[src/rtl/scr1_tcm_portb_arb_if.sv]
// Requester-side bus for the TCM port B arbiter: request/ack handshake plus one-cycle response.
interface scr1_tcm_portb_arb_if #(
    parameter int unsigned ADDR_W = 16,
    parameter int unsigned WIDTH  = 32
);
    logic              req;
    logic              we;
    logic [1:0]        width;
    logic [ADDR_W-1:0] addr;
    logic [WIDTH-1:0]  wdata;
    logic              ack;
    logic              resp_vld;
    logic              resp_err;
    logic [WIDTH-1:0]  rdata;

    modport master (
        output req, we, width, addr, wdata,
        input  ack, resp_vld, resp_err, rdata
    );

    modport slave (
        input  req, we, width, addr, wdata,
        output ack, resp_vld, resp_err, rdata
    );
endinterface

[src/rtl/scr1_tcm_portb_arb.sv]
// Core/DMA arbiter for TCM port B: grants one access per cycle, drives the memory port,
// and returns aligned read data to the winner one cycle later.
module scr1_tcm_portb_arb #(
    parameter int unsigned SCR1_WIDTH   = 32,
    parameter int unsigned SCR1_ADDR_W  = 16,
    parameter int unsigned STARVE_LIMIT = 4
) (
    input  logic                    clk,
    input  logic                    rst,
    scr1_tcm_portb_arb_if.slave     io_core,
    scr1_tcm_portb_arb_if.slave     io_dma,
    output logic                    o_renb,
    output logic                    o_wenb,
    output logic [3:0]              o_webb,
    output logic [SCR1_ADDR_W-3:0]  o_addrb,
    output logic [SCR1_WIDTH-1:0]   o_datab,
    input  logic [SCR1_WIDTH-1:0]   i_qb
);

    localparam logic [3:0] LIMIT = 4'(STARVE_LIMIT);

    logic [3:0]             r_starve_cnt;
    logic                   r_resp_vld;
    logic                   r_resp_own;
    logic                   r_resp_rd;
    logic                   r_resp_err;
    logic [1:0]             r_resp_off;
    logic [1:0]             r_resp_width;

    logic                   w_c_req;
    logic                   w_d_req;
    logic                   w_grant_c;
    logic                   w_grant_d;
    logic                   w_grant;
    logic                   w_we;
    logic [1:0]             w_width;
    logic [SCR1_ADDR_W-1:0] w_addr;
    logic [SCR1_WIDTH-1:0]  w_wdata;
    logic                   w_err;
    logic [3:0]             w_strb;
    logic [SCR1_WIDTH-1:0]  w_repl;
    logic [3:0]             w_starve_nxt;
    logic [SCR1_WIDTH-1:0]  w_shift;
    logic [SCR1_WIDTH-1:0]  w_mask;
    logic [SCR1_WIDTH-1:0]  w_rdata;
    logic                   w_vld;

    // Core has priority; a DMA request that has waited STARVE_LIMIT core grants takes the port.
    assign w_c_req   = ~rst & io_core.req;
    assign w_d_req   = ~rst & io_dma.req;
    assign w_grant_d = w_d_req & (~w_c_req | (r_starve_cnt == LIMIT));
    assign w_grant_c = w_c_req & ~w_grant_d;
    assign w_grant   = w_grant_c | w_grant_d;

    assign io_core.ack = w_grant_c;
    assign io_dma.ack  = w_grant_d;

    assign w_we    = w_grant_d ? io_dma.we    : io_core.we;
    assign w_width = w_grant_d ? io_dma.width : io_core.width;
    assign w_addr  = w_grant_d ? io_dma.addr  : io_core.addr;
    assign w_wdata = w_grant_d ? io_dma.wdata : io_core.wdata;

    always_comb begin
        w_err  = 1'b1;
        w_strb = 4'b0000;
        w_repl = w_wdata;
        case (w_width)
            2'b00: begin
                w_err  = 1'b0;
                w_strb = 4'b0001 << w_addr[1:0];
                w_repl = {4{w_wdata[7:0]}};
            end
            2'b01: begin
                w_err  = w_addr[0];
                w_strb = w_addr[1] ? 4'b1100 : 4'b0011;
                w_repl = {2{w_wdata[15:0]}};
            end
            2'b10: begin
                w_err  = |w_addr[1:0];
                w_strb = 4'b1111;
                w_repl = w_wdata;
            end
            default: begin
                w_err  = 1'b1;
                w_strb = 4'b0000;
                w_repl = w_wdata;
            end
        endcase
    end

    always_comb begin
        o_renb  = w_grant & ~w_err & ~w_we;
        o_wenb  = w_grant & ~w_err & w_we;
        o_webb  = o_wenb ? w_strb : 4'b0000;
        o_datab = o_wenb ? w_repl : '0;
        o_addrb = w_grant ? w_addr[SCR1_ADDR_W-1:2] : '0;
    end

    always_comb begin
        w_starve_nxt = 4'd0;
        if (w_grant_c && io_dma.req) begin
            w_starve_nxt = (r_starve_cnt == LIMIT) ? r_starve_cnt : r_starve_cnt + 4'd1;
        end
    end

    always_ff @(posedge clk) begin
        if (rst) begin
            r_starve_cnt <= 4'd0;
            r_resp_vld   <= 1'b0;
            r_resp_own   <= 1'b0;
            r_resp_rd    <= 1'b0;
            r_resp_err   <= 1'b0;
            r_resp_off   <= 2'b00;
            r_resp_width <= 2'b00;
        end else begin
            r_starve_cnt <= w_starve_nxt;
            r_resp_vld   <= w_grant;
            if (w_grant) begin
                r_resp_own   <= w_grant_d;
                r_resp_rd    <= ~w_we;
                r_resp_err   <= w_err;
                r_resp_off   <= w_addr[1:0];
                r_resp_width <= w_width;
            end
        end
    end

    assign w_shift = i_qb >> {r_resp_off, 3'b000};

    always_comb begin
        case (r_resp_width)
            2'b00:   w_mask = 32'h0000_00FF;
            2'b01:   w_mask = 32'h0000_FFFF;
            default: w_mask = 32'hFFFF_FFFF;
        endcase
    end

    // A response landing while rst is high is dropped.
    assign w_vld   = r_resp_vld & ~rst;
    assign w_rdata = (r_resp_rd & ~r_resp_err) ? (w_shift & w_mask) : '0;

    assign io_core.resp_vld = w_vld & ~r_resp_own;
    assign io_core.resp_err = w_vld & ~r_resp_own & r_resp_err;
    assign io_core.rdata    = (w_vld & ~r_resp_own) ? w_rdata : '0;

    assign io_dma.resp_vld  = w_vld & r_resp_own;
    assign io_dma.resp_err  = w_vld & r_resp_own & r_resp_err;
    assign io_dma.rdata     = (w_vld & r_resp_own) ? w_rdata : '0;

endmodule

[src/flat_wrapper.sv]
// flat-port wrapper written by rule: the top's interface ports become plain ports
module scr1_tcm_portb_arb_flat 
#(
    parameter int unsigned SCR1_WIDTH   = 32,
    parameter int unsigned SCR1_ADDR_W  = 16,
    parameter int unsigned STARVE_LIMIT = 4
)
  (clk, rst, o_renb, o_wenb, o_webb, o_addrb, o_datab, i_qb, io_core_req, io_core_we, io_core_width, io_core_addr, io_core_wdata, io_core_ack, io_core_resp_vld, io_core_resp_err, io_core_rdata, io_dma_req, io_dma_we, io_dma_width, io_dma_addr, io_dma_wdata, io_dma_ack, io_dma_resp_vld, io_dma_resp_err, io_dma_rdata);
  scr1_tcm_portb_arb_if #(.ADDR_W(16), .WIDTH(32)) io_core_i ();
  scr1_tcm_portb_arb_if #(.ADDR_W(16), .WIDTH(32)) io_dma_i ();
  input  logic clk;
  input  logic rst;
  output logic o_renb;
  output logic o_wenb;
  output logic [3:0] o_webb;
  output logic [SCR1_ADDR_W-3:0] o_addrb;
  output logic [SCR1_WIDTH-1:0] o_datab;
  input  logic [SCR1_WIDTH-1:0] i_qb;
  input wire logic [$bits(io_core_i.req)-1:0] io_core_req;
  input wire logic [$bits(io_core_i.we)-1:0] io_core_we;
  input wire logic [$bits(io_core_i.width)-1:0] io_core_width;
  input wire logic [$bits(io_core_i.addr)-1:0] io_core_addr;
  input wire logic [$bits(io_core_i.wdata)-1:0] io_core_wdata;
  output wire logic [$bits(io_core_i.ack)-1:0] io_core_ack;
  output wire logic [$bits(io_core_i.resp_vld)-1:0] io_core_resp_vld;
  output wire logic [$bits(io_core_i.resp_err)-1:0] io_core_resp_err;
  output wire logic [$bits(io_core_i.rdata)-1:0] io_core_rdata;
  input wire logic [$bits(io_dma_i.req)-1:0] io_dma_req;
  input wire logic [$bits(io_dma_i.we)-1:0] io_dma_we;
  input wire logic [$bits(io_dma_i.width)-1:0] io_dma_width;
  input wire logic [$bits(io_dma_i.addr)-1:0] io_dma_addr;
  input wire logic [$bits(io_dma_i.wdata)-1:0] io_dma_wdata;
  output wire logic [$bits(io_dma_i.ack)-1:0] io_dma_ack;
  output wire logic [$bits(io_dma_i.resp_vld)-1:0] io_dma_resp_vld;
  output wire logic [$bits(io_dma_i.resp_err)-1:0] io_dma_resp_err;
  output wire logic [$bits(io_dma_i.rdata)-1:0] io_dma_rdata;
  assign io_core_i.req = io_core_req;
  assign io_core_i.we = io_core_we;
  assign io_core_i.width = io_core_width;
  assign io_core_i.addr = io_core_addr;
  assign io_core_i.wdata = io_core_wdata;
  assign io_core_ack = io_core_i.ack;
  assign io_core_resp_vld = io_core_i.resp_vld;
  assign io_core_resp_err = io_core_i.resp_err;
  assign io_core_rdata = io_core_i.rdata;
  assign io_dma_i.req = io_dma_req;
  assign io_dma_i.we = io_dma_we;
  assign io_dma_i.width = io_dma_width;
  assign io_dma_i.addr = io_dma_addr;
  assign io_dma_i.wdata = io_dma_wdata;
  assign io_dma_ack = io_dma_i.ack;
  assign io_dma_resp_vld = io_dma_i.resp_vld;
  assign io_dma_resp_err = io_dma_i.resp_err;
  assign io_dma_rdata = io_dma_i.rdata;
  scr1_tcm_portb_arb #(.SCR1_WIDTH(SCR1_WIDTH), .SCR1_ADDR_W(SCR1_ADDR_W), .STARVE_LIMIT(STARVE_LIMIT)) u_core (.clk(clk), .rst(rst), .io_core(io_core_i), .io_dma(io_dma_i), .o_renb(o_renb), .o_wenb(o_wenb), .o_webb(o_webb), .o_addrb(o_addrb), .o_datab(o_datab), .i_qb(i_qb));
endmodule
[config.mk]
export PLATFORM = sky130hd
export DESIGN_NAME = scr1_tcm_portb_arb_flat
export DESIGN_NICKNAME = d
export VERILOG_FILES = /design/src/rtl/scr1_tcm_portb_arb_if.sv /design/src/rtl/scr1_tcm_portb_arb.sv /design/src/flat_wrapper.sv
export SDC_FILE = /design/constraint.sdc
export NUM_CORES = 1
export LEC_CHECK = 0
export BUFFER_PORTS_ARGS = -buffer_cell sky130_fd_sc_hd__clkbuf_2
export CORE_AREA = 2 2 101 103
export DETAILED_ROUTE_END_ITERATION = 6
export DIE_AREA = 0 0 103 105
export PLACE_DENSITY = 0.67
export SLEW_MARGIN = 20
export SYNTH_ARGS = -nofsm -noshare
export SYNTH_HDL_FRONTEND = slang
export SYNTH_SLANG_ARGS = --single-unit
[constraint.sdc]
create_clock -name clk -period 2.8 [get_ports clk]
set_clock_uncertainty 0.05 [all_clocks]
set_input_delay 0.28 -clock clk [delete_from_list [all_inputs] [get_ports clk]]
set_output_delay 0.28 -clock clk [all_outputs]
set_load 0.02 [all_outputs]
==> summary.txt <==
STA
  – WHS: 0.264 ns
  – Final Max Tran Viols: 0
  – Fmax: 0.385 GHz
  – Setup TNS: 0 ns
  – Final period util: 92.8%
  – Final hold viol count: 0
  – Worst-margin pin slew: 0.973 ns
  – Final worst path period need: 2.60 ns
  – Final Setup Violations: 0
  – Worst slew margin: 35.1%
  – Final setup margin: 0.203 ns
  – RSZ-0062 raised after global routing: false

Global route
  – Largest net degree at the start of global routing: 37
  – Vias in the first global route: 4149
  – First-pass GRT wire length: 20.5 mm
  – Total congestion overflow: 0
  – GRT Total Usage: 23.8%
  – Initial antenna violation count: 2

Power
  – PD cells: 206 nW/µm²
  – Pleak: 2.25 nW
  – VDD IR max: 0.000137 V

Finish
  – Area Overhead vs Synth: 47.7%
  – Non-filler instance count after layout: 845
  – Fin nets: 852
  – Share of layout cells above drive strength 1: 44.5%
  – Final Util: 45.7%

Setup path
  – CP Capture Type: output port
  – Crit start category: flop
  – Critical path's slowest cell: nor3b_1
  – Worst reg2reg path depth: 8
  – Max stage delay on crit path: 0.66 ns
  – Critical Path RT: 2.47 ns
  – Setup CP Type: reg -> out
  – Crit path DAT: 2.27 ns
  – Crit path cell chain: nand3b_1 > nor3b_1 > and2_1 > clkbuf_2
  – Reg-to-reg startpoint: u_core.r_starve_cnt[0]
  – Worst-path fanout max: 20
  – FF-to-FF setup slack: 0.78 ns
  – RR Endpoint: u_core.r_resp_width[0]

Yosys
  – Largest family of logic cells by synthesized area: simple AND/OR/NAND/NOR gates
  – Compound-Gate Fraction of Synth Area: 21.4%
  – Dominant synthesized flop cell: dfxtp_1
  – Synth area leader: mux2i_1
  – Async SR Flop Fraction: 0%
  – #FFs+latches synth: 12
  – Xor/xnor share of the synthesized area: 0.587%
  – Simple-gate share of the synthesized area: 34.8%
  – Distinct cells, synth: 41
  – Syn. warnings: 0
  – Synth top area share: 14.4%
  – Top-count cell post-synth: nor2_1
  – Mean Syn Cell Area: 6.27 µm²
  – Register area share after synthesis: 8.05%
  – Post-Synth Adder-Cell Area: 0.839%
  – Most common library cells after synthesis: 80 x nor2_1, 56 x nand2_1, 52 x a21oi_1, 51 x nand3_1, 43 x mux2i_1
  – Main area contributors after synthesis: mux2i_1 14%, mux2_2 12%, nor2_1 10%
  – Cell Area, Synth: 2980 µm²
  – Syn nets: 616
  – Mux contribution to synthesized area: 26.5%
  – Number of synthesized flops with an enable pin: 0
  – Synth Instances: 476

Run
  – Max cap viols: 0

Min path
  – Hold endpoint: u_core.r_resp_width[0]
  – Hold Crit Class: in -> reg
  – Worst hold path depth: 2
  – Hold Startpoint: rst

Clocking
  – Sink Count: 12
  – Clk Latency, worst-skew pair: 0.24 ns
  – Max Buffers Root-to-Sink: 2
  – Inserted Clock Buffers: 3
  – CTS tree: yes
  – Hold bufs inserted after CTS: 0
  – Clock-pin slew on the worst setup and hold paths: 0.05 ns
  – Root Buffer: clkbuf_8
  – CTS H-tree lvls: 1

Place
  – Dpl ws: 0.215 ns
  – Final GP Congestion: 0.887
  – Placed insts: 840
  – Detailed Place HPWL: 11.5 mm
  – # port buffers: 259

Drt
  – Total number of vias: 4368
  – Total routed wirelength: 13.9 mm
  – Residual DRC count: 0
  – Starting DRT DRC Count: 168
  – Final ANT Viol Nets: 0
  – Number of vias per cell: 5.17
  – Drt wl/cell: 16.4 µm
  – Detailed Routing Iterations Pass 1: 6

Floorplanning
  – Starting Density: 30.9%
  – Die width: 103 µm
  – IO Pins: 260
  – # rows: 36
  – Core area: 9640 µm²
  – Die Y: 105 µm
  – Full die area: 10800 µm²

Outcome
  – Outcome: finished clean
[through the flow]
stage               power, mW  area [µm²]
global placement        0.745        4350
floorplan               0.532        2980
global route            0.974        4400
detailed placement      0.754        4350
CTS                     0.911        4390
finish                  0.909        4400
[report_power, final]
group	internal [mW]	leakage (nW)	total, mW	switching (mW)
registers	0.181	0.0988	0.195	0.0146
clock network	0.0945	0.0216	0.155	0.0601
logic	0.232	2.13	0.559	0.327
[routing by layer]
metal,share of wire (%),vias up,GRT usage (%)
li1,-,2144,-
met1,37,1992,25.0
met2,53,206,46.5
met3,7.0,26,3.48
met4,3.0,0,8.08
met5,0,-,0
[registers in the layout, summed over array words and instances, names as in the netlist]
| register | flops |
|---|---|
| u_core.r_starve_cnt | 4 |
| u_core.r_resp_off | 2 |
| u_core.r_resp_width | 2 |
| u_core.r_resp_err | 1 |
| u_core.r_resp_own | 1 |
| u_core.r_resp_rd | 1 |
| u_core.r_resp_vld | 1 |
[placed cells by master (no fill, tap or decap), drive strengths merged, types with 18 or more instances in the layout]
master,netlist,routed
clkbuf,14,262
nor2,81,81
nand2,56,56
a21oi,53,53
nand3,51,51
mux2i,43,43
mux2,32,32
o21ai,23,23
o31ai,18,18
and2,18,18
[kinds of logic after synthesis]
group | count (synthesis)
AO/OA/AOI/OAI | 108
XOR/XNOR | 2
adder cells (fa/ha/maj) | 2
buffers and inverters | 50
flip-flops | 12
multiplexers | 75
AND/OR/NAND/NOR | 227
[what timing repair did]
action / 4_1_cts / 5_1_grt
endpoints found under the hold margin: 0 / 0
setup endpoints to repair: 18 / 17
setup buffers: 0 / 0
pin swaps: 0 / 0
gates cloned: 0 / 0
resized for setup: 1 / 2
[worst max-delay path by stage]
stage                   endpoint              startpoint  cells past startpoint  slack [ns]
6_report       io_core_rdata[31]    u_core.r_resp_off[1]                      4        0.20
5_1_grt              o_datab[23]  u_core.r_starve_cnt[0]                      9        0.06
4_1_cts                   o_renb  u_core.r_starve_cnt[0]                      8        0.08
3_5_place_dp         o_datab[13]  u_core.r_starve_cnt[0]                      7        0.22
3_3_place_gp         o_datab[31]  u_core.r_starve_cnt[0]                      7        0.34
2_1_floorplan        o_datab[10]        io_core_width[0]                      7        0.78
[critical path: cells and delay by family (launching register included)]
family	cells	cell delay [ns]
buffers and inverters	1	0.17
DFF	1	0.62
and+or+nand+nor	3	1.24
[final cells by class]
| type | count | area (µm²) |
|---|---|---|
| fill | 1026 | 5240 |
| multi-input combinational | 414 | 2520 |
| inverter | 9 | 33.8 |
| timing repair buffer | 272 | 1400 |
| antenna | 2 | 5.00 |
| tap | 133 | 166 |
| clock buffer | 3 | 41.3 |
| sequential | 12 | 240 |
Power figures use the tool's default switching activity.
